File: config.mk
export PLATFORM = sky130hd
export DESIGN_NAME = sb_param_ccff_flat
export DESIGN_NICKNAME = d
export VERILOG_FILES = /design/src/rtl/sb_param_ccff_if.sv /design/src/rtl/sb_param_ccff.sv /design/src/flat_wrapper.sv
export SDC_FILE = /design/constraint.sdc
export NUM_CORES = 1
export LEC_CHECK = 0
export ABC_AREA = 1
export BUFFER_PORTS_ARGS = -buffer_cell sky130_fd_sc_hd__buf_4
export CAP_MARGIN = 0
export CORE_ASPECT_RATIO = 1.25
export CORE_UTILIZATION = 45
export CTS_CLUSTER_DIAMETER = 200
export DETAILED_ROUTE_END_ITERATION = 16
export GPL_TIMING_DRIVEN = 1
export PLACE_DENSITY = 0.82
export SETUP_SLACK_MARGIN = 0.4
export SLEW_MARGIN = 25
export SYNTH_ARGS = -nofsm -noshare
export SYNTH_HDL_FRONTEND = slang
export SYNTH_SLANG_ARGS = --single-unit
File: constraint.sdc
create_clock -name prog_clk -period 1.22 [get_ports prog_clk]
set_input_delay 0.183 -clock prog_clk [delete_from_list [all_inputs] [get_ports prog_clk]]
set_output_delay 0.183 -clock prog_clk [all_outputs]
set_load 0.05 [all_outputs]
File: src/rtl/sb_param_ccff_if.sv
// Bus bundle for the sb_param_ccff corner switch block: configuration chain
// signals plus the routing channels and grid pins. Optional member
// cfg_parity exists only when CCFF_PARITY_EN is defined.
interface sb_param_ccff_if #(
  parameter int CHAN_WIDTH = 9
);
  // Configuration chain
  logic                  ccff_head;
  logic                  ccff_en;
  logic                  cfg_commit;
`ifdef CCFF_PARITY_EN
  logic                  cfg_parity;
`endif
  logic                  ccff_tail;
  logic                  cfg_done;
  logic                  cfg_err;

  // Routing
  logic [CHAN_WIDTH-1:0] chany_bottom_in;
  logic [CHAN_WIDTH-1:0] chanx_left_in;
  logic [CHAN_WIDTH-1:0] bottom_grid_pin;
  logic [CHAN_WIDTH-1:0] left_grid_pin;
  logic [CHAN_WIDTH-1:0] chany_bottom_out;
  logic [CHAN_WIDTH-1:0] chanx_left_out;

  // Fabric / bitstream loader side
  modport master (
`ifdef CCFF_PARITY_EN
    output cfg_parity,
`endif
    output ccff_head, ccff_en, cfg_commit,
    output chany_bottom_in, chanx_left_in, bottom_grid_pin, left_grid_pin,
    input  ccff_tail, cfg_done, cfg_err,
    input  chany_bottom_out, chanx_left_out
  );

  // Switch block side
  modport slave (
`ifdef CCFF_PARITY_EN
    input  cfg_parity,
`endif
    input  ccff_head, ccff_en, cfg_commit,
    input  chany_bottom_in, chanx_left_in, bottom_grid_pin, left_grid_pin,
    output ccff_tail, cfg_done, cfg_err,
    output chany_bottom_out, chanx_left_out
  );
endinterface

File: src/rtl/sb_param_ccff.sv
// sb_param_ccff: top-right corner switch block with CHAN_WIDTH tracks on the
// bottom and left sides, MUX_SIZE-input routing muxes, and a shadowed
// configuration chain (shift register sr, active register act).
// Routing always follows act; sr only reaches act through an accepted commit.
// Optional build macro: CCFF_PARITY_EN adds a parity check on commit.
//
// Load protocol: ccff_en is a per-cycle qualifier -- every rising prog_clk
// edge with ccff_en=1 shifts exactly one bit from ccff_head. cfg_commit is a
// single-cycle request sampled on the edge; it is accepted only when the
// chain is FULL (and parity matches, when enabled), otherwise it is dropped
// and answered with a one-cycle cfg_err pulse. There is no back-pressure.
module sb_param_ccff #(
  parameter  int CHAN_WIDTH = 9,
  parameter  int MUX_SIZE   = 2,
  localparam int SEL_W      = $clog2(MUX_SIZE),
  localparam int CFG_BITS   = 2 * CHAN_WIDTH * SEL_W,
  localparam int CNT_W      = $clog2(CFG_BITS + 1)
) (
  input  logic             prog_clk,
  input  logic             pReset,
  sb_param_ccff_if.slave   bus,
  output logic [1:0]       dbg_state,
  output logic [CNT_W-1:0] dbg_cnt
);

  if ((MUX_SIZE != 2) && (MUX_SIZE != 4)) begin : g_bad_mux_size
    $error("sb_param_ccff: MUX_SIZE must be 2 or 4");
  end

  typedef enum logic [1:0] {
    S_EMPTY   = 2'd0,
    S_LOADING = 2'd1,
    S_FULL    = 2'd2
  } state_e;

  localparam logic [CNT_W-1:0] CNT_LAST = CNT_W'(CFG_BITS - 1);

  logic [CFG_BITS-1:0] sr_q, sr_d;
  logic [CFG_BITS-1:0] act_q, act_d;
  logic [CNT_W-1:0]    cnt_q, cnt_d;
  state_e              state_q, state_d;
  logic                cfg_done_q, cfg_done_d;
  logic                cfg_err_q, cfg_err_d;

  logic shift;
  logic parity_ok;
  logic accept;
  logic reject;

  assign shift = bus.ccff_en;

`ifdef CCFF_PARITY_EN
  assign parity_ok = ((^sr_q) == bus.cfg_parity);
`else
  assign parity_ok = 1'b1;
`endif

  assign accept = bus.cfg_commit && (state_q == S_FULL) && parity_ok;
  assign reject = bus.cfg_commit && !accept;

  // Next-state: chain shift, commit into act, bit counter and load FSM
  always_comb begin
    sr_d    = sr_q;
    act_d   = act_q;
    cnt_d   = cnt_q;
    state_d = state_q;

    if (shift) begin
      sr_d = {sr_q[CFG_BITS-2:0], bus.ccff_head};
    end

    if (accept) begin
      // act captures the pre-shift chain; a simultaneous shift starts a new load
      act_d = sr_q;
      if (shift) begin
        cnt_d   = CNT_W'(1);
        state_d = S_LOADING;
      end else begin
        cnt_d   = '0;
        state_d = S_EMPTY;
      end
    end else if (shift) begin
      case (state_q)
        S_EMPTY: begin
          cnt_d   = CNT_W'(1);
          state_d = S_LOADING;
        end
        S_LOADING: begin
          cnt_d = cnt_q + CNT_W'(1);
          if (cnt_q == CNT_LAST) begin
            state_d = S_FULL;
          end
        end
        S_FULL: begin
          // counter saturates; oldest bits fall out of ccff_tail
          cnt_d = cnt_q;
        end
        default: begin
          cnt_d   = '0;
          state_d = S_EMPTY;
        end
      endcase
    end

    cfg_done_d = (state_d == S_FULL);
    cfg_err_d  = reject;
  end

  // All configuration state, async active-low reset
  always_ff @(posedge prog_clk or negedge pReset) begin
    if (!pReset) begin
      sr_q       <= '0;
      act_q      <= '0;
      cnt_q      <= '0;
      state_q    <= S_EMPTY;
      cfg_done_q <= 1'b0;
      cfg_err_q  <= 1'b0;
    end else begin
      sr_q       <= sr_d;
      act_q      <= act_d;
      cnt_q      <= cnt_d;
      state_q    <= state_d;
      cfg_done_q <= cfg_done_d;
      cfg_err_q  <= cfg_err_d;
    end
  end

  assign bus.ccff_tail = sr_q[CFG_BITS-1];
  assign bus.cfg_done  = cfg_done_q;
  assign bus.cfg_err   = cfg_err_q;
  assign dbg_state     = state_q;
  assign dbg_cnt       = cnt_q;

  logic [1:0]            sel_b, sel_l;
  logic [3:0]            in_b, in_l;
  logic [CHAN_WIDTH-1:0] bot_out, left_out;

  // Routing muxes: zero-latency selection driven only by act
  always_comb begin
    sel_b    = '0;
    sel_l    = '0;
    in_b     = '0;
    in_l     = '0;
    bot_out  = '0;
    left_out = '0;
    for (int i = 0; i < CHAN_WIDTH; i++) begin
      // With MUX_SIZE=2 the upper select bit stays 0, so only inputs 0-1 are reachable
      sel_b             = '0;
      sel_b[SEL_W-1:0]  = act_q[i*SEL_W +: SEL_W];
      sel_l             = '0;
      sel_l[SEL_W-1:0]  = act_q[(CHAN_WIDTH+i)*SEL_W +: SEL_W];

      in_b = {bus.chanx_left_in[(i + CHAN_WIDTH - 1) % CHAN_WIDTH],
              bus.chanx_left_in[i],
              bus.chanx_left_in[(i + 1) % CHAN_WIDTH],
              bus.bottom_grid_pin[i]};
      in_l = {bus.chany_bottom_in[(i + 1) % CHAN_WIDTH],
              bus.chany_bottom_in[i],
              bus.chany_bottom_in[(i + CHAN_WIDTH - 1) % CHAN_WIDTH],
              bus.left_grid_pin[i]};

      bot_out[i]  = in_b[sel_b];
      left_out[i] = in_l[sel_l];
    end
  end

  assign bus.chany_bottom_out = bot_out;
  assign bus.chanx_left_out   = left_out;

endmodule

File: src/flat_wrapper.sv
// flat-port wrapper written by rule: the top's interface ports become plain ports
module sb_param_ccff_flat 
#(
  parameter  int CHAN_WIDTH = 9,
  parameter  int MUX_SIZE   = 2,
  localparam int SEL_W      = $clog2(MUX_SIZE),
  localparam int CFG_BITS   = 2 * CHAN_WIDTH * SEL_W,
  localparam int CNT_W      = $clog2(CFG_BITS + 1)
)
  (prog_clk, pReset, dbg_state, dbg_cnt, bus_ccff_head, bus_ccff_en, bus_cfg_commit, bus_chany_bottom_in, bus_chanx_left_in, bus_bottom_grid_pin, bus_left_grid_pin, bus_ccff_tail, bus_cfg_done, bus_cfg_err, bus_chany_bottom_out, bus_chanx_left_out);
  sb_param_ccff_if #(.CHAN_WIDTH(CHAN_WIDTH)) bus_i ();
  input  logic prog_clk;
  input  logic pReset;
  output logic [1:0] dbg_state;
  output logic [CNT_W-1:0] dbg_cnt;
  input wire logic [$bits(bus_i.ccff_head)-1:0] bus_ccff_head;
  input wire logic [$bits(bus_i.ccff_en)-1:0] bus_ccff_en;
  input wire logic [$bits(bus_i.cfg_commit)-1:0] bus_cfg_commit;
  input wire logic [$bits(bus_i.chany_bottom_in)-1:0] bus_chany_bottom_in;
  input wire logic [$bits(bus_i.chanx_left_in)-1:0] bus_chanx_left_in;
  input wire logic [$bits(bus_i.bottom_grid_pin)-1:0] bus_bottom_grid_pin;
  input wire logic [$bits(bus_i.left_grid_pin)-1:0] bus_left_grid_pin;
  output wire logic [$bits(bus_i.ccff_tail)-1:0] bus_ccff_tail;
  output wire logic [$bits(bus_i.cfg_done)-1:0] bus_cfg_done;
  output wire logic [$bits(bus_i.cfg_err)-1:0] bus_cfg_err;
  output wire logic [$bits(bus_i.chany_bottom_out)-1:0] bus_chany_bottom_out;
  output wire logic [$bits(bus_i.chanx_left_out)-1:0] bus_chanx_left_out;
  assign bus_i.ccff_head = bus_ccff_head;
  assign bus_i.ccff_en = bus_ccff_en;
  assign bus_i.cfg_commit = bus_cfg_commit;
  assign bus_i.chany_bottom_in = bus_chany_bottom_in;
  assign bus_i.chanx_left_in = bus_chanx_left_in;
  assign bus_i.bottom_grid_pin = bus_bottom_grid_pin;
  assign bus_i.left_grid_pin = bus_left_grid_pin;
  assign bus_ccff_tail = bus_i.ccff_tail;
  assign bus_cfg_done = bus_i.cfg_done;
  assign bus_cfg_err = bus_i.cfg_err;
  assign bus_chany_bottom_out = bus_i.chany_bottom_out;
  assign bus_chanx_left_out = bus_i.chanx_left_out;
  sb_param_ccff #(.CHAN_WIDTH(CHAN_WIDTH), .MUX_SIZE(MUX_SIZE)) u_core (.prog_clk(prog_clk), .pReset(pReset), .bus(bus_i), .dbg_state(dbg_state), .dbg_cnt(dbg_cnt));
endmodule
* After elaboration in Yosys (flattened, before gate mapping) *
Index checks and enable logic that the tools add are counted.

operators by class
  $add $sub $neg = 1
  equality and inequality tests = 5
  mux-type cells = 45
  reduce and logical (&&, ||, !) cells = 6
  $lt $le $gt $ge = 18

operators by type and width
  operator                                                                 count
  1-bit by 3-bit < comparator with 1-bit output, second input constant     18
  1-bit two-way mux                                                        38
  5-bit one-hot mux with 3 select lines                                    1
  5-bit two-way mux                                                        2
  2-bit two-way mux                                                        3
  2-bit one-hot mux with 3 select lines                                    1
  5-bit by 1-bit adder with 5-bit output, second input constant            1
  5-bit == test, second input constant                                     1
  2-bit == test, second input constant                                     2
  2-bit by 1-bit == test with 1-bit output, second input constant          1
  1-bit logical AND                                                        2
  2-bit zero test                                                          1
  2-bit by 1-bit inequality test with 1-bit output, second input constant  1
  2-bit AND reduction                                                      1
  2-bit nonzero test                                                       1
  1-bit zero test                                                          1

storage, ports and cells
  output and inout port bits = 28
  register bits after elaboration = 45
  bits of input ports = 41

* Longest topological paths before layout *
Gate-level depths: netlist of run 1.

  word-level depth = 6
  mapped depth = 8
  depth with buffers taken out = 8

* Worst setup path after synthesis of run 1 *
Ideal clock, no wire load.

  path type = reg-to-reg
  from = register u_core.cnt_q[0] (netlist: u_core.dbg_cnt[0])
  to = register u_core.cnt_q[2] (netlist: u_core.dbg_cnt[2])
  stages on the path, launching flop included = 5
  clock period less this slack = 1.435 ns
  data required time = 1.099 ns
  path slack = -0.215 ns
  arrival = 1.314 ns
  setup time = 0.121 ns
  cells stage by stage = dfrtp_1 > ha_1 > or2_2 > nand3_1 > o21ai_1

on the way
  longest elaborated chain between the ends = 4

ends and longest elaborated chain
  what                                    line                  RTL
  start, declared                         sb_param_ccff.sv:40   logic [CNT_W-1:0] cnt_q, cnt_d;
  start signal, assigned                  sb_param_ccff.sv:121  cnt_q <= cnt_d;
  5-bit by 1-bit adder with 5-bit output  sb_param_ccff.sv:89   cnt_d = cnt_q + CNT_W'(1);
  5-bit one-hot mux with 3 select lines   sb_param_ccff.sv:83   case (state_q)
  5-bit two-way mux                       sb_param_ccff.sv:82   end else if (shift) begin
  5-bit two-way mux                       sb_param_ccff.sv:72   if (accept) begin

No other way between the ends. The select of a mux whose other input is x is not followed.
A chain may end at the register's enable or synchronous reset.

* Final worst setup path of run 1 *
  from = register u_core.act_q[7]
  to = output bus_chany_bottom_out[7]

on the way
  longest elaborated chain between the ends = 2

ends and longest elaborated chain
  what                                                   line                  RTL
  start, declared                                        sb_param_ccff.sv:39   logic [CFG_BITS-1:0] act_q, act_d;
  start signal, assigned                                 sb_param_ccff.sv:120  act_q <= act_d;
  1-bit two-way mux (implied by the code) (2 in series)  sb_param_ccff.sv:162  bot_out[i] = in_b[sel_b];
  end, declared                                          flat_wrapper.sv:26    output wire logic [$bits(bus_i.chany_bottom_out)-1:0] bus_chany_bottom_out;

No other way between the ends. The select of a mux whose other input is x is not followed.

==> results of run 1 <==
-- flip-flops by register name, indices dropped and copies added, names as in the netlist --
name / count
u_core.dbg_cnt: 5
u_core.sr_q: 18
u_core.bus.cfg_err: 1
u_core.dbg_state: 2
u_core.bus.cfg_done: 1
u_core.act_q: 18
-- critical path: stages, from the launching register on --
cell     delay, ns
dfrtp_1       0.44
mux2_4        0.33
buf_8         0.15
-- cells in the final DEF (no fill, tap or decap), drive strengths merged --
cell type | synthesis | layout
buf | 7 | 104
nand2 | 54 | 54
dfrtp | 45 | 45
o21ai | 42 | 42
inv | 28 | 29
mux2 | 18 | 18
nand3 | 9 | 9
clkbuf | 2 | 8
nor2 | 5 | 5
nand4 | 2 | 2
ha | 2 | 2
a21boi | 1 | 1
or2 | 1 | 1
nand3b | 1 | 1
clkinv | 0 | 1
clkinvlp | 0 | 1
dlygate4sd3 | 0 | 1
-- per-layer routing --
| layer | track usage, % | wire [µm] | up-vias |
|---|---|---|---|
| met4 | 7.442 | 82 | 0 |
| met2 | 37.50 | 3473 | 56 |
| met1 | 22.57 | 2159 | 951 |
| li1 | - | - | 908 |
| met5 | 0 | 0 | - |
| met3 | 4.265 | 207 | 8 |
-- cells in the mapped netlist --
cell / number
nand2_1: 54
dfrtp_1: 45
o21ai_0: 27
inv_1: 26
mux2_2: 18
o21ai_2: 10
nand3_1: 8
nor2_1: 5
o21ai_1: 5
buf_2: 4
buf_6: 3
clkbuf_1: 2
ha_1: 2
inv_2: 2
nand4_1: 2
a21boi_0: 1
nand3_2: 1
nand3b_1: 1
or2_2: 1
-- kinds of logic after synthesis --
kind of cell | synth area share, %
flip-flops | 54.32
adder cells (fa/ha/maj) | 1.207
multiplexers | 9.776
buffers and inverters | 8.027
AND/OR/NAND/NOR | 14.36
AO/OA/AOI/OAI | 12.31
-- timing repair --
| item | 4_1_cts | 5_1_grt |
|---|---|---|
| gates resized for setup | 82 | 41 |
| pin swaps | 12 | 5 |
| gates cloned | 0 | 4 |
| endpoints found under the hold margin | 25 | 0 |
| setup endpoints to repair | 54 | 74 |
| setup buffers | 20 | 10 |
| hold buffers | 1 | 0 |
-- report_power, final --
group	switching, mW	internal (mW)
clock	0.542	0.414
combinational	0.608	0.505
sequential	0.105	1.62
total	1.26	2.54
-- final timing paths --
check,start,endpoint,slack (ns),cells past startpoint
max,u_core.act_q[7]$_DFFE_PN0P_,bus_chany_bottom_out[7],-0.18,2
min,bus_ccff_head,u_core.sr_q[0]$_DFFE_PN0P_,0.09,3
max reg2reg,u_core.dbg_state[0]$_DFF_PN0_,u_core.dbg_cnt[4]$_DFFE_PN0P_,-0.03,6
min reg2reg,u_core.sr_q[6]$_DFFE_PN0P_,u_core.sr_q[7]$_DFFE_PN0P_,0.48,2
max in group asynchronous,pReset,u_core.act_q[12]$_DFFE_PN0P_,0.51,3
min in group asynchronous,pReset,u_core.bus.cfg_done$_DFF_PN0_,0.34,2
-- metrics by stage --
stage / setup WS (ns) / hold slack [ns] / TNS (ns) / cells
2_1_floorplan: 0.001647 / -0.1126 / 0 / 217
3_3_place_gp: 0.08796 / 0.1227 / 0 / 339
4_1_cts: -0.1453 / 0.08824 / -2.231 / 368
3_5_place_dp: 0.07336 / 0.1274 / 0 / 339
6_report: -0.1796 / 0.08921 / -2.478 / 382
5_1_grt: -0.2035 / 0.1283 / -3.567 / 382
-- final cells by class --
cell class	count	share of cell area, %
clock buffer	5	1.933
clock inverter	3	0.7030
inverter	28	3.234
multi-input combinational	135	29.88
sequential	45	31.99
tap	58	2.039
timing repair buffer	108	30.23
==> metrics.md, run 1 <==
| Metric | Value |
|---|---|
| Clk_lat worst skew | 0.29 ns |
| Vias post-DR | 1923 |
| Area delta synth->final | 71.70% |
| Setup WS post-layout | -0.1796 ns |
| Finished Core Util | 80.44% |
| Tcrit/Tclk final | 114.7% |
| Post-DP HPWL | 3.014 mm |
| Worst-margin pin slew | 0.3109 ns |
| Leak Pwr | 1.708 nW |
| Num CTS Buffers | 5 |
| Nets | 366 |
| Total grt overflow | 0 |
| CTS Sinks | 45 |
| Minimum period implied by the final worst setup slack | 1.400 ns |
| Initial Util | 46.85% |
| Max Cap Violations | 0 |
| Final Skew | 0.01062 ns |
| CP endpoint kind | primary output |
| Die Y | 77.89 µm |
| Drt first pass iters | 4 |
| Worst IR drop on VDD | 1.158 mV |
| Synth area leaders | dfrtp_1, mux2_2, nand2_1, o21ai_0, inv_1 |
| Num rows | 27 |
| Worst-case clock buffer depth | 2 |
| Reg area | 1139 µm² |
| Fill cell count | 247 |
| Ports | 69 |
| FF+latch count, synth | 45 |
| DRT iter0 DRCs | 58 |
| Max Slew Vio Count | 0 |
| Mapped Area | 2073 µm² |
| Final Hold Viols | 0 |
| Outcome | finished, violations left |
| Antenna-violating nets left | 0 |
| Highest clock rate | 0.7145 GHz |
| PD cells | 1066 nW/µm² |
| Final setup viols | 20 |
| Worst Setup Path Type | reg -> out |
| Avg Inst Size Synth | 9.554 µm² |
| Final Cell Area | 3560 µm² |
| Failing checks | setup timing |
| CTS tree | yes |
| Crit Path Max Fanout | 2 |
| # diodes | 0 |
| Routed len/inst | 15.51 µm |
| Pin count of the biggest net entering global routing | 37 |
| Total power | 3.794 mW |
| Worst min path class | in -> reg |
| Clock root buffer | clkbuf_8 |
| Initial antenna violation count | 0 |
| Total wire length | 5.924 mm |
| Layout cells sized above 1 | 63.27% |
| CP Launch Type | flop |
| Top-area cell type share of the netlist area | 54.32% |
| Total GRT Usage | 20.29% |
| Vias in the first global route | 1747 |
| Post-Syn Instances | 217 |
| Post-synth net total | 260 |
| Vias per cell | 5.034 |
| RSZ-0062 raised after global routing | true |
| Core ar. | 4425 µm² |
| Synthesis Warnings | 0 |
| Placer congestion estimate | 0.7144 |
| Max-slew headroom | 79.27% |
| Worst path required time | 1.04 ns |
| First-pass GRT wire length | 7.721 mm |
| Die area | 4884 µm² |
| DRC viols | 0 |
| Buffers on Ports | 68 |
| Multi-input gate area | 1064 µm² |
| Clock transition at the registers of the reported paths | 0.10 ns |
| Synth area leader | dfrtp_1 |
| H-tree levels | 2 |
| Synth cell types | 19 |
| Die X | 62.71 µm |
| WP data arrival | 1.22 ns |
| Placed inst area | 2730 µm² |
| Post-synthesis sequential area ratio | 54.32% |
(Power assumes the default switching activity.)
==> run 2: changes to the inputs <==
--- a/config.mk
+++ b/config.mk
@@ -9,11 +9,11 @@
 export BUFFER_PORTS_ARGS = -buffer_cell sky130_fd_sc_hd__buf_4
 export CAP_MARGIN = 0
 export CORE_ASPECT_RATIO = 1.25
-export CORE_UTILIZATION = 45
+export CORE_UTILIZATION = 50
 export CTS_CLUSTER_DIAMETER = 200
 export DETAILED_ROUTE_END_ITERATION = 16
 export GPL_TIMING_DRIVEN = 1
-export PLACE_DENSITY = 0.82
+export PLACE_DENSITY = 0.86
 export SETUP_SLACK_MARGIN = 0.4
 export SLEW_MARGIN = 25
 export SYNTH_ARGS = -nofsm -noshare
==> constraint.sdc (replaced) <==
create_clock -name prog_clk -period 1.6 [get_ports prog_clk]
set_input_delay 0.24 -clock prog_clk [delete_from_list [all_inputs] [get_ports prog_clk]]
set_output_delay 0.24 -clock prog_clk [all_outputs]
set_load 0.05 [all_outputs]
==> run 2 against run 1 <==
Effect of this change: largest cell class unchanged; count of clock-buffer cells in the layout rose by 2; highest routed layer unchanged; non-clock buffer count fell by 5; the flow now finishes without violations; worst setup slack improved by 0.37 ns; global-route usage rose by 1.7 points; sequential share of layout area rose by 3.7 points; clock skew fell by 0.0085 ns; sequential power fell by 24%; final cell count fell by 2.4%; critical path depth did not move.
==> metrics.md, run 2 (synthesis results as in run 1) <==
| Metric | Value |
|---|---|
| Vias in the first global route | 1737 |
| Worst IR drop on VDD | 0.7126 mV |
| Worst-margin pin slew | 0.5423 ns |
| # diodes | 0 |
| Final Skew | 0.002096 ns |
| Worst Setup Path Type | reg -> out |
| Initial Util | 53.45% |
| CTS Sinks | 45 |
| Nets | 361 |
| Buffers on Ports | 68 |
| Die Y | 74.00 µm |
| Ports | 69 |
| Placer congestion estimate | 0.8482 |
| Total power | 2.890 mW |
| DRT iter0 DRCs | 69 |
| Clock transition at the registers of the reported paths | 0.08 ns |
| Worst path required time | 1.36 ns |
| Final Hold Viols | 0 |
| First-pass GRT wire length | 7.210 mm |
| Highest clock rate | 0.7084 GHz |
| Num rows | 25 |
| Drt first pass iters | 6 |
| Fill cell count | 240 |
| Total grt overflow | 0 |
| Clk_lat worst skew | 0.29 ns |
| CP endpoint kind | primary output |
| Most frequent cells in the layout | buf_4, nand2_1, dfrtp_1, o21ai_0, inv_1 |
| PD cells | 909.4 nW/µm² |
| Crit Path Max Fanout | 2 |
| Area delta synth->final | 53.29% |
| Layout cells sized above 1 | 48.90% |
| Reg area | 1135 µm² |
| WP data arrival | 1.17 ns |
| Minimum period implied by the final worst setup slack | 1.412 ns |
| Multi-input gate area | 854.6 µm² |
| Vias per cell | 4.866 |
| DRC viols | 0 |
| CTS tree | yes |
| CP Launch Type | flop |
| Pin count of the biggest net entering global routing | 46 |
| Crit path cell chain | mux2_4 -> buf_8 |
| Max-slew headroom | 63.85% |
| Vias post-DR | 1815 |
| Clock root buffer | clkbuf_8 |
| Max Cap Violations | 0 |
| Core ar. | 3879 µm² |
| Leak Pwr | 1.586 nW |
| Worst min path class | in -> reg |
| Die area | 4410 µm² |
| Tcrit/Tclk final | 88.22% |
| Worst stage delay on the critical path | 0.41 ns |
| Total wire length | 4.851 mm |
| Outcome | finished, final reports clean |
| Routed len/inst | 13.01 µm |
| Total GRT Usage | 21.99% |
| Die X | 59.60 µm |
| CP max stage cell | dfrtp_1 |
| Final setup viols | 0 |
| Worst-case clock buffer depth | 2 |
| Setup Total Neg Slack | 0 ns |
| Max Slew Vio Count | 0 |
| Post-DP HPWL | 2.949 mm |
| Initial antenna violation count | 0 |
| H-tree levels | 2 |
| RSZ-0062 raised after global routing | true |
| Antenna-violating nets left | 0 |
| Most common cell after layout, fill and taps aside | buf_4 |
| Num CTS Buffers | 5 |
[run 2: layer usage]
| metal | part of all wire (%) | vias to the layer above | track usage, % |
|---|---|---|---|
| met5 | 0 | - | 0 |
| met4 | 1.4 | 0 | 6.460 |
| met3 | 5.7 | 8 | 6.087 |
| met2 | 54 | 59 | 39.70 |
| met1 | 39 | 850 | 25.29 |
| li1 | - | 898 | - |
[run 2: per-stage QoR]
stage | utilization (%) | area [µm²] | setup WS [ns] | instances | hold slack (ns)
floorplan | - | 2116 | 0.3816 | 217 | -0.05559
global placement | 68.58 | 2660 | 0.3448 | 332 | 0.2635
detailed placement | 68.58 | 2660 | 0.2929 | 332 | 0.2625
CTS | 77.84 | 3019 | 0.1865 | 358 | 0.1528
global route | 81.94 | 3178 | 0.1501 | 373 | 0.1652
finish | 81.94 | 3178 | 0.1884 | 373 | 0.1597
[run 2: path summary, 6_finish.rpt]
kind                                               start  slack, ns  cells past startpoint                       endpoint
min in group asynchronous                         pReset       0.47                      2    u_core.act_q[6]$_DFFE_PN0P_
max in group asynchronous                         pReset       0.73                      2  u_core.dbg_state[0]$_DFF_PN0_
hold reg to reg               u_core.sr_q[3]$_DFFE_PN0P_       0.49                      2     u_core.sr_q[4]$_DFFE_PN0P_
setup reg to reg           u_core.dbg_cnt[0]$_DFFE_PN0P_       0.42                      8  u_core.dbg_state[1]$_DFF_PN0_
setup / recovery            u_core.act_q[16]$_DFFE_PN0P_       0.19                      2          bus_chanx_left_out[7]
hold / removal                             bus_ccff_head       0.16                      3     u_core.sr_q[0]$_DFFE_PN0P_
[run 2: repair_timing]
| item | CTS | global route |
|---|---|---|
| hold buffers | 1 | 0 |
| buffers inserted | 17 | 15 |
| pin swaps | 1 | 2 |
| hold endpoints to repair | 45 | 0 |
| setup endpoints to repair | 40 | 31 |
| gates cloned | 0 | 0 |
| resized for setup | 28 | 13 |
[run 2: worst max-delay path: cells and delay by family (launching register included)]
kind | cells | cell delay (ns)
buf+inv | 1 | 0.15
mux | 1 | 0.32
flops | 1 | 0.41
[run 2: power by group]
part,internal (mW),switching [mW]
combinational,0.303,0.415
sequential,1.23,0.0715
clock,0.509,0.359
total,2.04,0.846
[run 2: cell type report]
cell class                 instances  share of cell area, %
tap                               54                  2.126
inverter                          28                  3.386
clock buffer                       7                  2.717
sequential                        45                  35.71
timing repair buffer             103                  28.23
clock inverter                     1                 0.9449
multi-input combinational        135                  26.89
